--- config.mk ---
export PLATFORM = sky130hd
export DESIGN_NAME = adder_bist_ctrl
export DESIGN_NICKNAME = d
export VERILOG_FILES = /design/src/rtl/adder_bist_ctrl.sv
export SDC_FILE = /design/constraint.sdc
export NUM_CORES = 1
export LEC_CHECK = 0
export ABC_AREA = 1
export ABC_CLOCK_PERIOD_IN_PS = 2400
export BUFFER_PORTS_ARGS = -buffer_cell sky130_fd_sc_hd__buf_2
export CORE_MARGIN = 3
export CORE_UTILIZATION = 39
export DETAILED_ROUTE_END_ITERATION = 8
export GPL_ROUTABILITY_DRIVEN = 0
export PLACE_DENSITY = 0.59
export SKIP_CTS_REPAIR_TIMING = 1
export SLEW_MARGIN = 20
export SYNTH_ARGS = -nofsm -noshare
export SYNTH_HDL_FRONTEND = slang
export SYNTH_SLANG_ARGS = --single-unit
--- constraint.sdc ---
create_clock -name clk -period 2.4 [get_ports clk]
set_input_delay 0.24 -clock clk [delete_from_list [all_inputs] [get_ports clk]]
set_output_delay 0.24 -clock clk [all_outputs]
set_load 0.01 [all_outputs]
--- src/rtl/adder_bist_ctrl.sv ---
// Built-in self-test sequencer for a WIDTH-bit ripple-carry adder: exhaustive sweep, settle, compare, count.
// Define ADDER_BIST_FIRST_FAIL_EN to add fail_valid/fail_vec capture of the first failing vector.
//
// state   | meaning
// --------+------------------------------------------------------------
// S_IDLE  | waiting for start after reset; all results at reset values
// S_DRIVE | current vector on a/b/c_0, settle down-counter running
// S_CHECK | compare {c_out, s} against golden, then advance or finish
// S_DONE  | sweep complete; err_count/pass held until next start

module adder_bist_ctrl #(
   parameter int WIDTH  = 4,
   parameter int SETTLE = 1
) (
   input  logic                 clk,
   input  logic                 rst,
   input  logic                 start,
   output logic [WIDTH-1:0]     a,
   output logic [WIDTH-1:0]     b,
   output logic                 c_0,
   input  logic [WIDTH-1:0]     s,
   input  logic                 c_out,
   output logic                 busy,
   output logic                 done,
   output logic                 pass,
   output logic [2*WIDTH+1:0]   err_count
`ifdef ADDER_BIST_FIRST_FAIL_EN
   ,
   output logic                 fail_valid,
   output logic [2*WIDTH:0]     fail_vec
`endif
);

   localparam int IW = 2*WIDTH + 1;
   localparam int EW = 2*WIDTH + 2;
   localparam logic [3:0] SETTLE_LD = 4'(SETTLE - 1);

   typedef enum logic [1:0] {
      S_IDLE  = 2'd0,
      S_DRIVE = 2'd1,
      S_CHECK = 2'd2,
      S_DONE  = 2'd3
   } state_t;

   state_t          state_q, state_d;
   logic [IW-1:0]   idx_q, idx_d;
   logic [3:0]      cnt_q, cnt_d;
   logic [EW-1:0]   err_q, err_d;
   logic [WIDTH:0]  golden;
   logic [WIDTH:0]  observed;
   logic            mismatch;
   logic            last_vec;

`ifdef ADDER_BIST_FIRST_FAIL_EN
   logic            fv_q, fv_d;
   logic [IW-1:0]   fvec_q, fvec_d;
`endif

   // Golden sum is formed from the registered index, never from the adder's outputs.
   assign golden   = {1'b0, idx_q[WIDTH-1:0]}
                   + {1'b0, idx_q[2*WIDTH-1:WIDTH]}
                   + {{WIDTH{1'b0}}, idx_q[2*WIDTH]};
   assign observed = {c_out, s};
   assign mismatch = (golden != observed);
   assign last_vec = &idx_q;

   assign a   = idx_q[WIDTH-1:0];
   assign b   = idx_q[2*WIDTH-1:WIDTH];
   assign c_0 = idx_q[2*WIDTH];
   assign err_count = err_q;

`ifdef ADDER_BIST_FIRST_FAIL_EN
   assign fail_valid = fv_q;
   assign fail_vec   = fvec_q;
`endif

   always_ff @(posedge clk) begin
      if (rst) begin
         state_q <= S_IDLE;
         idx_q   <= '0;
         cnt_q   <= '0;
         err_q   <= '0;
`ifdef ADDER_BIST_FIRST_FAIL_EN
         fv_q    <= 1'b0;
         fvec_q  <= '0;
`endif
      end else begin
         state_q <= state_d;
         idx_q   <= idx_d;
         cnt_q   <= cnt_d;
         err_q   <= err_d;
`ifdef ADDER_BIST_FIRST_FAIL_EN
         fv_q    <= fv_d;
         fvec_q  <= fvec_d;
`endif
      end
   end

   always_comb begin
      state_d = state_q;
      idx_d   = idx_q;
      cnt_d   = cnt_q;
      err_d   = err_q;
      busy    = 1'b0;
      done    = 1'b0;
      pass    = 1'b0;
`ifdef ADDER_BIST_FIRST_FAIL_EN
      fv_d    = fv_q;
      fvec_d  = fvec_q;
`endif

      case (state_q)
         S_IDLE, S_DONE: begin
            done = (state_q == S_DONE);
            pass = (state_q == S_DONE) && (err_q == '0);
            if (start) begin
               state_d = S_DRIVE;
               idx_d   = '0;
               cnt_d   = SETTLE_LD;
               err_d   = '0;
`ifdef ADDER_BIST_FIRST_FAIL_EN
               fv_d    = 1'b0;
               fvec_d  = '0;
`endif
            end
         end

         S_DRIVE: begin
            busy = 1'b1;
            // SETTLE drive cycles plus the check cycle hold each vector SETTLE+1 cycles.
            if (cnt_q == 4'd0) begin
               state_d = S_CHECK;
            end else begin
               cnt_d = cnt_q - 4'd1;
            end
         end

         S_CHECK: begin
            busy = 1'b1;
            if (mismatch) begin
               err_d = err_q + EW'(1);
`ifdef ADDER_BIST_FIRST_FAIL_EN
               if (!fv_q) begin
                  fv_d   = 1'b1;
                  fvec_d = idx_q;
               end
`endif
            end
            if (last_vec) begin
               state_d = S_DONE;
            end else begin
               state_d = S_DRIVE;
               idx_d   = idx_q + IW'(1);
               cnt_d   = SETTLE_LD;
            end
         end

         default: begin
            state_d = S_IDLE;
         end
      endcase
   end

endmodule
* Yosys cells after proc, flatten, opt, wreduce, memory -nomap -nowiden
Cells that the tools add are included.
Storage, ports and cells: flip-flop bits (word level) 25, bits of input ports 8, logic and storage cells 47
Cells by class: add/subtract/negate cells 5, eq/ne operators 9, mux-type cells 17, reductions and logical operators 12
Operator list (count):
- two-way mux 10 bit | 2
- one-hot mux 10 bit (2 select lines) | 1
- two-way mux 9 bit | 2
- one-hot mux 9 bit (2 select lines) | 1
- two-way mux 4 bit | 3
- one-hot mux 4 bit (3 select lines) | 1
- adder 10 x 1 -> 10 bit (second input constant) | 1
- logical NOT 10 bit | 1
- inequality test 2 bit (second input constant) | 5
- adder 9 x 1 -> 9 bit (second input constant) | 1
- AND reduction 3 bit | 3
- AND reduction 9 bit | 1
- two-way mux 2 bit | 3
- one-hot mux 2 bit (3 select lines) | 1
- adder 4 x 4 -> 5 bit | 1
- adder 5 x 1 -> 5 bit | 1
- inequality test 5 bit | 1
- == test 2 bit (second input constant) | 2
- logical NOT 4 bit | 1
- OR reduction 2 bit | 2
- subtractor 4 x 1 -> 4 bit (second input constant) | 1
- two-way mux 1 bit | 3
- == test 2 x 1 -> 1 bit (second input constant) | 1
- logical NOT 2 bit | 1
- 3 further kinds | 3

* Longest topological paths before layout
Gate-level depths: netlist of run 1.
depth in word-level cells 5, mapped depth 15, gate-level depth less buffers 15

* Worst setup path before layout of run 1
No wires, ideal clock.
kind register to register, from reg idx_q[0], to reg err_q[2] (netlist: err_count[2]), setup time 0.115 ns, data arrival time 2.152 ns, slack 0.133 ns, stages on the path, launching flop included 13, path buffers 1, period minus slack after synthesis 2.267 ns, path through dfxtp_1 > inv_1 > fa_1 > inv_1 > fa_1 > inv_1 > or2_2 > nand3_1 > nor2_2 > nand4_2 > buf_6 > a21oi_1 > nor2_1
Between the ends: word-level cells in the longest chain between the ends 5
Ends and longest elaborated chain:
- start, declared | line 46 | logic [IW-1:0] idx_q, idx_d;
- start signal, assigned | line 89 | idx_q <= idx_d;
- adder 4 x 4 -> 5 bit | line 61 | + {1'b0, idx_q[2*WIDTH-1:WIDTH]}
- adder 5 x 1 -> 5 bit | line 62 | + {{WIDTH{1'b0}}, idx_q[2*WIDTH]};
- inequality test 5 bit | line 64 | assign mismatch = (golden != observed);
- inequality test 2 bit (no source line)
- AND reduction 3 bit (no source line)
- end signal, assigned | line 91 | err_q <= err_d;
- end, declared | line 48 | logic [EW-1:0] err_q, err_d;
Every way passes these cells. A chain may end at the register's enable or synchronous reset.

* Worst setup path after layout of run 1
from reg idx_q[0], to reg err_q[1] (netlist: err_count[1])
Same word-level chain as after synthesis.

==> metrics.txt, run 1 <==
run status completed; areal power density over the cells a little over 900 nW/um2; number of flops mapped to enable cells by yosys 0; synthesized netlist net count 291; count of TritonRoute iterations in the first routing pass 4; capturing element type of the critical path flop; max-capacitance violation count 0; kind of critical path flop to flop; starting density of the core 0.410; die area 5490 um2; root buf cell clkbuf_8; setup violation total in the final timing report 0; slew of the pin with the lowest slew margin 0.436 ns; total via count after detailed routing 1,684; capture point of the worst reg-to-reg path err_count[1]; static power due to leakage 1.07 nW; highest clock frequency the design can meet 453 MHz; Tmin final 2.21 ns; period utilisation layout 0.920; number of distinct library cells after synthesis 30; maximum number of pins on one net before global-route repair 14; Final Max Slew Viols 0; slowest CP cell fa_1; FFs w/ async S/R, synth 0; Worst Hold Path Cells 2; most common flop cell mapped by yosys dfxtp_1; Yosys Warn Count 0; Max FO, Critical Path 5; RSZ-0062 raised after global routing no; ratio of cells with drive above 1 in the final layout 0.229; # H-tree levels 1; antenna cell count 0; minimum setup slack among reg-to-reg paths 0.19 ns; total count of hold-check failures in the final report 0; vias per inst 4.77; final clock skew 0.00649 ns; count of buffers from port buffering 29; sum of routed wire length over all layers roughly 3.9 mm; deepest clock path buffer count 2; Yosys reg bits 25; mean instance size in the synthesized netlist 6.78 um2; vertical extent of the die roughly 74 um; hold_sp rst; final-layout setup total negative slack 0 ns; sequential element share of the synthesized area 0.277; peak supply drop 0.000413 V; starting DRC count in detailed routing 67; clock slew at reported path FFs 0.09 ns; initial antenna violation count 0; die width approximately 74 um; signal arrival time at the worst endpoint 2.42 ns; launching point of the worst reg2reg path idx_q[0]; Layout area overhead 16.3%; Worst-Skew Late Latency between 0.2 and 0.3 ns; average wire per standard cell 11.1 um; count of mapped cells out of synthesis 267; Total Nets Final between 300 and 400; cell area after placement just over 2000 um2; total congestion overflow 0; type of the most critical hold path input port to flop; overall power after layout approximately 0.002 W; crit start category flop; CTS tree built; number of global-route vias before repair 1,551; cell area after synthesis 1810 um2; Max transition margin 0.706; global-route wire length before repair 6.62 mm; Worst Reg-to-Reg Cells 13; Cell Chain, Critical Path inv_1 > fa_2 > inv_2 > fa_1 > inv_1 > or2_2 > nand3_1 > nor2_2 > nand4_4 > buf_4 > nand3_1 > nand2_1 > nor2_1; number of clock sinks 25; DRC violations left 0; largest stage delay on the critical path 0.39 ns; residual antenna-violating net count after detailed routing 0; HPWL after detailed placement 2.98 mm; number of placement rows 24; cts bufs inserted 3; number of placed I/O pins 30; Design Area, Final roughly 2100 um2; required time reported for the critical path endpoint 2.62 ns; combined global-route utilization of all metal layers 0.150; Core Area between 4000 and 5000 um2; hold-critical path endpoint state_q[1]
-- kinds of logic after synthesis --
family / count (synthesis) / synth area share
fa+ha+maj: 16 / 0.119
flops: 25 / 0.277
xor+xnor: 3 / 0.0145
compound gates: 34 / 0.104
buf+inv: 51 / 0.116
simple gates: 138 / 0.369
-- cell usage after synthesis (5+ instances only) --
cell,n,area [um2]
nand3_1,22,110
nand2_1,60,225
a21oi_1,21,105
nand4_1,5,31.3
inv_1,42,158
nand3_2,6,60.1
dfxtp_1,25,500
nor2_2,5,31.3
nor2_1,27,101
ha_1,14,175
o21ai_0,8,40.0
-- worst max path at each step --
stage	start	cells after the start	to	slack [ns]
CTS	idx_q[4]	12	err_count[9]	0.13
finish	idx_q[0]	13	err_count[1]	0.19
floorplan	idx_q[0]	12	err_count[2]	0.13
global route	idx_q[0]	12	err_count[2]	0.01
detailed placement	idx_q[4]	12	err_count[9]	0.15
global placement	idx_q[0]	12	err_count[2]	0.19
-- cell usage in the layout (no fill, tap or decap), types with 2 or more instances in the layout --
| master | synthesis | layout |
|---|---|---|
| nand2_1 | 60 | 60 |
| inv_1 | 42 | 41 |
| buf_2 | 0 | 29 |
| nor2_1 | 27 | 27 |
| nand3_1 | 22 | 22 |
| dfxtp_1 | 25 | 22 |
| a21oi_1 | 21 | 19 |
| ha_1 | 14 | 14 |
| o21ai_0 | 8 | 8 |
| nand3_2 | 6 | 6 |
| inv_2 | 4 | 5 |
| nand4_1 | 5 | 5 |
| nor2_2 | 5 | 5 |
| buf_4 | 2 | 5 |
| nor3_1 | 4 | 4 |
| xor2_1 | 3 | 3 |
| clkbuf_8 | 0 | 3 |
| dfxtp_2 | 0 | 3 |
| a211oi_1 | 2 | 2 |
| nor2_4 | 2 | 2 |
| a21oi_2 | 0 | 2 |
-- registers in the layout, indices dropped and copies added, names as in the netlist --
signal,flops
state_q,2
idx_q,9
cnt_q,4
err_count,10
-- cell type report --
type	instances	area, um2
Fill cell	461	2310
Multi-Input combinational cell	191	1120
Sequential cell	25	504
Timing Repair Buffer	35	194
Inverter	46	173
Tap cell	52	65.1
Clock buffer	4	45.0
-- per-layer routing --
metal,GRT usage,wire [um],vias up
met4,0.0362,38,0
met2,0.250,1810,30
met5,0,0,-
met3,0.0324,189,4
li1,-,-,914
met1,0.197,1880,736
-- report_power, final --
group	internal [W]	switching (W)	total, W
logic	0.000400	0.000623	0.00102
registers	0.000527	0.000136	0.000663
clock network	0.000119	0.000140	0.000259
-- critical path, delay by kind of cell, from the launching register on --
family / cells / cell delay, ns
adders and majority gates: 2 / 0.77
buffers and inverters: 4 / 0.40
and+or+nand+nor: 7 / 0.65
DFF: 1 / 0.33
-- per-stage QoR --
stage          hold WS, ns  instances  worst slack (ns)   util
2_1_floorplan        0.440        267             0.133      -
3_3_place_gp         0.456        348             0.194  0.457
3_5_place_dp         0.459        348             0.150  0.457
4_1_cts              0.240        352             0.131  0.468
5_1_grt              0.247        353            0.0104  0.476
6_report             0.242        353             0.192  0.476
(Power assumes the default switching activity.)
==> run 2, diff against run 1 <==
- CORE_UTILIZATION: 39 -> 40
- PLACE_DENSITY: 0.59 -> 0.6
- SETUP_SLACK_MARGIN: not set -> 0.4
==> run 2 against run 1 <==
Critical endpoint is now err_count[0]. Clock-buffer cell count shrank 1. Clock skew shrank 0.0035 ns. Highest routed layer unchanged. Sequential cell count is the same. Cell area grew 5.1%. Global-route usage grew 0.79 points. Register-to-register slack gained 0.04 ns. First-iteration DRC count shrank 7.5%. Sequential share of layout area shrank 0.87 points. Worst setup slack gained 0.039 ns. Core utilization grew 5.3 points. Hold slack lost 0.0079 ns.
==> metrics.txt, run 2 (synthesis gave the netlist of run 1 again) <==
highest clock frequency the design can meet 461 MHz (+1.8%); launching point of the worst reg2reg path idx_q[8]; crit start category flop; hold_sp rst; initial antenna violation count 0 (unchanged); flip-flop count of the largest register after layout 10 (unchanged); starting density of the core 0.434 (+0.0237); number of global-route vias before repair 1,542 (-0.58%); Max FO, Critical Path 11 (+6); final-layout setup total negative slack 0 ns (unchanged); final clock skew 0.00298 ns (-0.00351 ns); minimum setup slack among reg-to-reg paths 0.23 ns (+0.04 ns); die area 5370 um2 (-2.3%); antenna cell count 0 (unchanged); root buf cell clkbuf_8; slew of the pin with the lowest slew margin 0.553 ns (+0.117 ns); run status completed; buffers plus inverters on the worst setup path 4 (unchanged); largest stage delay on the critical path 0.38 ns (about the same); hold-critical path endpoint idx_q[0]; total count of hold-check failures in the final report 0 (unchanged); most common library cell in the layout ignoring fill and taps nand2_1; Final Max Slew Viols 0 (unchanged); combined global-route utilization of all metal layers 0.158 (+0.00793); vertical extent of the die 73.3 um (-1.2%); max-capacitance violation count 0 (unchanged); kind of cell adding the most delay to the critical path adder cells; average wire per standard cell 11.5 um (+3.8%); combined area of the multi-input logic cells 1190 um2 (+6.1%); Cell Chain, Critical Path inv_2 > fa_2 > inv_2 > fa_1 > inv_1 > or2_2 > nand3_2 > nor2_4 > nand4_4 > buf_12 > a21oi_2 > nor2_1; global-route wire length before repair 6.78 mm (+2.3%); routing usage on met1 0.219 (+0.0218); ratio of cells with drive above 1 in the final layout 0.297 (+0.0678); clock slew at reported path FFs 0.10 ns (about the same); global routing met3 resource utilization 0.0246 (-0.00781); Max transition margin 0.630 (-0.0763); sum of routed wire length over all layers 4.06 mm (+3.8%); busiest metal layer after global routing met2; Total Nets Final 328 (+0.61%); number of placed I/O pins 30 (unchanged); starting DRC count in detailed routing 62 (-7.5%); cts bufs inserted 3 (unchanged); Worst-Skew Late Latency 0.27 ns (about the same); total congestion overflow 0 (unchanged); most frequent cells in the layout nand2_1 (58), inv_1 (35), buf_2 (29), nor2_1 (25), dfxtp_1 (21); Reg area 510 um2 (+1.2%); HPWL after detailed placement 3.10 mm (+4.0%); kind of critical path flop to flop; Worst Hold Path Cells 2 (unchanged); Core Area 4170 um2 (-5.5%); maximum number of pins on one net before global-route repair 16 (+2); vias per inst 4.86 (+1.8%); capturing element type of the critical path flop; type of the most critical hold path input port to flop; CTS tree built; signal arrival time at the worst endpoint 2.35 ns (-0.07 ns); peak supply drop 0.000539 V (+31%); number of clock sinks 25 (unchanged); count of buffers from port buffering 29 (unchanged); slowest CP cell fa_1; critical path's most frequent cell inv_2; total via count after detailed routing 1,714 (+1.8%); DRC violations left 0 (unchanged); met2 capacity usage during global routing 0.259 (+0.00919); static power due to leakage 1.08 nW (+0.84%); capture point of the worst reg-to-reg path err_count[0]; # H-tree levels 1 (unchanged); Tmin final 2.17 ns (-0.0390 ns); Layout area overhead 22.1%; count of TritonRoute iterations in the first routing pass 4 (unchanged); areal power density over the cells 936 nW/um2 (+1.2%); RSZ-0062 raised after global routing yes; die width 73.3 um (-1.2%); Worst Reg-to-Reg Cells 12 (-1); number of fill cells 419 (-9.1%); residual antenna-violating net count after detailed routing 0 (unchanged); worst hold-check slack 0.234 ns (-0.00795 ns); number of placement rows 23 (-4.2%); period utilisation layout 0.904 (-0.0163); setup violation total in the final timing report 0 (unchanged); deepest clock path buffer count 2 (unchanged); required time reported for the critical path endpoint 2.58 ns (-0.04 ns)
[run 2: changes by cell type in the layout (fill, tap and decap cells not counted), moves of 2 or more]
cell     before  now
inv_1        41   35
inv_2         5   10
a21oi_1      19   16
a21oi_2       2    5
dfxtp_4       0    2
ha_1         14   12
nand2_1      60   58
nand3_1      22   20
nand3_2       6    8
nor2_1       27   25
nor2_4        2    4
[run 2: cell type report]
class | instances | share of cell area
Multi-Input combinational cell | 191 | 0.539
Timing Repair Buffer | 37 | 0.100
Tap cell | 50 | 0.0283
Clock inverter | 1 | 0.00340
Sequential cell | 25 | 0.231
Clock buffer | 3 | 0.0187
Inverter | 46 | 0.0793
[run 2: routing by layer]
layer  routed length, um  vias up
li1                    -      925
met4                  23        0
met3                 180        2
met2                1820       29
met5                   0        -
met1                2040      758
[run 2: worst max-delay path by stage]
stage	start	to	slack [ns]	cells after the start
after floorplan	idx_q[8]	err_count[2]	0.30	12
after global placement	idx_q[8]	err_count[1]	0.20	13
after detailed placement	idx_q[8]	err_count[1]	0.18	13
after CTS	idx_q[8]	err_count[1]	0.17	13
after global routing	idx_q[8]	err_count[1]	0.06	13
final	idx_q[8]	err_count[0]	0.23	12
[run 2: metrics by stage]
step / util / power [W] / instances / setup WS (ns) / area (um2)
final: 0.530 / 0.00207 / 353 / 0.231 / 2210
after global routing: 0.530 / 0.00227 / 353 / 0.0625 / 2210
after floorplan: - / 0.00144 / 267 / 0.305 / 1840
after global placement: 0.490 / 0.00169 / 345 / 0.202 / 2040
after detailed placement: 0.490 / 0.00170 / 345 / 0.184 / 2040
after CTS: 0.502 / 0.00197 / 349 / 0.168 / 2090
[run 2: power breakdown]
part           internal, W  leakage (nW)  switching [W]
logic             0.000455         0.855       0.000674
clock network     0.000118        0.0217       0.000151
registers         0.000527         0.206       0.000143
==> run 3, diff against run 2 <==
--- a/config.mk
+++ b/config.mk
@@ -7,3 +7,2 @@
 export LEC_CHECK = 0
-export ABC_AREA = 1
 export ABC_CLOCK_PERIOD_IN_PS = 2400
==> constraint.sdc (replaced) <==
create_clock -name clk -period 2.4 [get_ports clk]
set_input_delay 0.6 -clock clk [delete_from_list [all_inputs] [get_ports clk]]
set_output_delay 0.6 -clock clk [all_outputs]
set_load 0.01 [all_outputs]
==> run 3 against run 2 <==
Wire length fell by 0.89%. Clock power fell by 6%. Core utilization rose by 1.7 points. Combinational power fell by 80%. Sequential cell count did not move. Fmax fell by 9.4%. Die area fell by 3.8%. Final cell count fell by 18%. Critical path depth fell by 2. Hold slack improved by 0.26 ns. Cell area rose by 1.1%. Clock skew rose by 0.0043 ns. Critical path type unchanged. Largest cell class unchanged.
==> metrics.txt, run 3 <==
run status completed; Layout area overhead 28.8%; maximum number of pins on one net before global-route repair 31 (+15); cell area after synthesis 1740 um2 (-4.1%); final-layout setup total negative slack 0 ns (unchanged); total congestion overflow 0 (unchanged); Max FO, Critical Path 8 (-3); vertical extent of the die 71.9 um (-1.9%); number of placement rows 23 (unchanged); total via count after detailed routing 1,559 (-9.0%); # H-tree levels 1 (unchanged); flip-flop count of the largest register after layout 10 (unchanged); final clock skew 0.00729 ns (+0.00431 ns); deepest clock path buffer count 2 (unchanged); CTS tree built; CP Launch Point idx_q[8]; crit start category flop; slew of the pin with the lowest slew margin 0.539 ns (-0.0138 ns); initial antenna violation count 0 (unchanged); count of buffers from port buffering 29 (unchanged); largest area contributor in the netlist dfxtp_1; switching power summed over all nets 0.000277 W (-71%); FFs w/ async S/R, synth 0 (unchanged); most common flop cell mapped by yosys dfxtp_1; metal1 wirelength 1.95 mm (-4.4%); die width 71.9 um (-1.9%); DRC violations left 0 (unchanged); capturing element type of the critical path flop; fraction of power spent switching nets 0.307 (-0.162); number of fill cells 400 (-4.5%); peak supply drop 0.000218 V (-59%); antenna cell count 0 (unchanged); launching point of the worst reg2reg path idx_q[8]; Yosys reg bits 25 (unchanged); sum of routed wire length over all layers 4.03 mm (-0.89%); HPWL after detailed placement 2.98 mm (-3.9%); count of TritonRoute iterations in the first routing pass 4 (unchanged); setup violation total in the final timing report 0 (unchanged); signal arrival time at the worst endpoint 2.54 ns (+0.19 ns); Core Area 4090 um2 (-2.1%); total count of hold-check failures in the final report 0 (unchanged); period utilisation layout 0.998 (+0.0937); die area 5160 um2 (-3.8%); Worst-Skew Late Latency 0.27 ns (about the same); required time reported for the critical path endpoint 2.54 ns (-0.04 ns); synthesized netlist net count 221 (-24%); most common library cell in the layout ignoring fill and taps buf_2; cts bufs inserted 3 (unchanged); relative contribution of combinational cells to total power 0.250 (-0.296); kind of critical path flop to flop; vias per inst 5.39 (+11%); area share of the leading cell type in the synthesized netlist 0.288 (+0.0118); Total Nets Final 264 (-20%); Layout Utilization 0.547 (+0.0173); starting density of the core 0.425 (-0.00890); most frequent cells in the layout buf_2 (29), dfxtp_1 (20), nor2_1 (17), inv_1 (16), ha_1 (12); starting DRC count in detailed routing 83 (+34%); root buf cell clkbuf_8; sequential fraction of design power 0.471 (+0.147); uppermost layer routed met4; Yosys Warn Count 0 (unchanged); dominant cell by count in the synthesized netlist dfxtp_1; Max transition margin 0.640 (+0.0106); Detail Route met3 WL 129 um (-28%); most instantiated cells after synthesis dfxtp_1 (25), inv_1 (20), nor2_1 (18); mean instance size in the synthesized netlist 8.81 um2 (+30%); clock group share of total power 0.279 (+0.149); number of flops mapped to enable cells by yosys 0 (unchanged); areal power density over the cells 405 nW/um2 (-57%); RSZ-0062 raised after global routing yes; internal power of the cells 0.000627 W (-43%); type of the most critical hold path flop to flop; max-capacitance violation count 0 (unchanged); Worst Reg-to-Reg Cells 10 (-2); Reg area 512 um2 (+0.25%); Design Area, Final 2230 um2 (+1.1%); routed wire length on met2 1.93 mm (+6.2%); Final Max Slew Viols 0 (unchanged); static power due to leakage 0.925 nW (-15%); number of distinct library cells after synthesis 46 (+53%); Tmin final 2.39 ns (+0.225 ns); highest clock frequency the design can meet 418 MHz (-9.4%); minimum setup slack among reg-to-reg paths 0.006 ns (-0.22 ns); endpoint of the most critical setup path err_count[5]; ratio of cells with drive above 1 in the final layout 0.397 (+0.100); number of global-route vias before repair 1,458 (-5.4%); residual antenna-violating net count after detailed routing 0 (unchanged); count of mapped cells out of synthesis 197 (-26%); combined area of the multi-input logic cells 1250 um2 (+5.0%); capture point of the worst reg-to-reg path err_count[5]; combined global-route utilization of all metal layers 0.161 (+0.00285); clock slew at reported path FFs 0.09 ns (about the same); number of placed I/O pins 30 (unchanged); average wire per standard cell 13.9 um (+21%); number of clock sinks 25 (unchanged); sequential element share of the synthesized area 0.288 (+0.0118); cell area after placement 2020 um2 (-1.4%); cells taking the most area after synthesis dfxtp_1 (29%), ha_1 (10%), inv_1 (4.3%), a221oi_1 (4.0%), nor2_1 (3.9%); global-route wire length before repair 6.85 mm (+1.1%)
## run 3: worst min-delay path by stage
stage / from / end / cells after the start
after floorplan: cnt_q[0] / cnt_q[0] / 2
after global placement: cnt_q[0] / cnt_q[0] / 2
after detailed placement: cnt_q[0] / cnt_q[0] / 2
after CTS: cnt_q[0] / cnt_q[0] / 2
after global routing: cnt_q[0] / cnt_q[0] / 2
final: cnt_q[0] / cnt_q[0] / 2
## run 3: power by group through the flow
stage / Clock, W / Sequential [W] / Combinational (W)
CTS: 0.000268 / 0.000425 / 0.000182
global route: 0.000285 / 0.000427 / 0.000249
global placement: 0 / 0.000435 / 0.000182
finish: 0.000252 / 0.000426 / 0.000226
floorplan: 0 / 0.000435 / 0.000136
detailed placement: 0 / 0.000435 / 0.000181
## run 3: critical path: stages (launching register included)
cell and delay, ns:
dfxtp_4 0.36, inv_2 0.04, fa_2 0.38, inv_2 0.06, fa_1 0.42, xnor2_1 0.18
nand4_2 0.10, or3_4 0.36, o21ai_4 0.15, buf_12 0.14, o32ai_1 0.08
## run 3: logic make-up after synthesis
kind of cell	count (synthesis)	synth area share
xor+xnor	12	0.0728
mux	1	0.00577
buf+inv	25	0.0743
fa+ha+maj	16	0.124
simple gates	79	0.254
flops	25	0.288
compound gates	39	0.181
## run 3: area by class of cell
cell class	count	share of cell area
Timing Repair Buffer	43	0.129
Inverter	20	0.0336
Sequential cell	25	0.229
Multi-Input combinational cell	147	0.560
Tap cell	50	0.0280
Clock buffer	3	0.0185
Clock inverter	1	0.00224
## run 3: metal layers
layer | GRT usage | up-vias
met2 | 0.267 | 22
met1 | 0.225 | 734
met4 | 0.0251 | 0
met5 | 0 | -
met3 | 0.0224 | 2
li1 | - | 801
## run 3: stage by stage
| stage | setup slack (ns) | total power [W] | std cells | hold slack (ns) |
|---|---|---|---|---|
| finish | 0.00578 | 0.000904 | 289 | 0.492 |
| global route | -0.0927 | 0.000961 | 289 | 0.515 |
| CTS | -0.0783 | 0.000875 | 287 | 0.495 |
| detailed placement | -0.0626 | 0.000616 | 283 | 0.482 |
| global placement | -0.0194 | 0.000617 | 283 | 0.468 |
| floorplan | 0.0312 | 0.000571 | 197 | 0.448 |
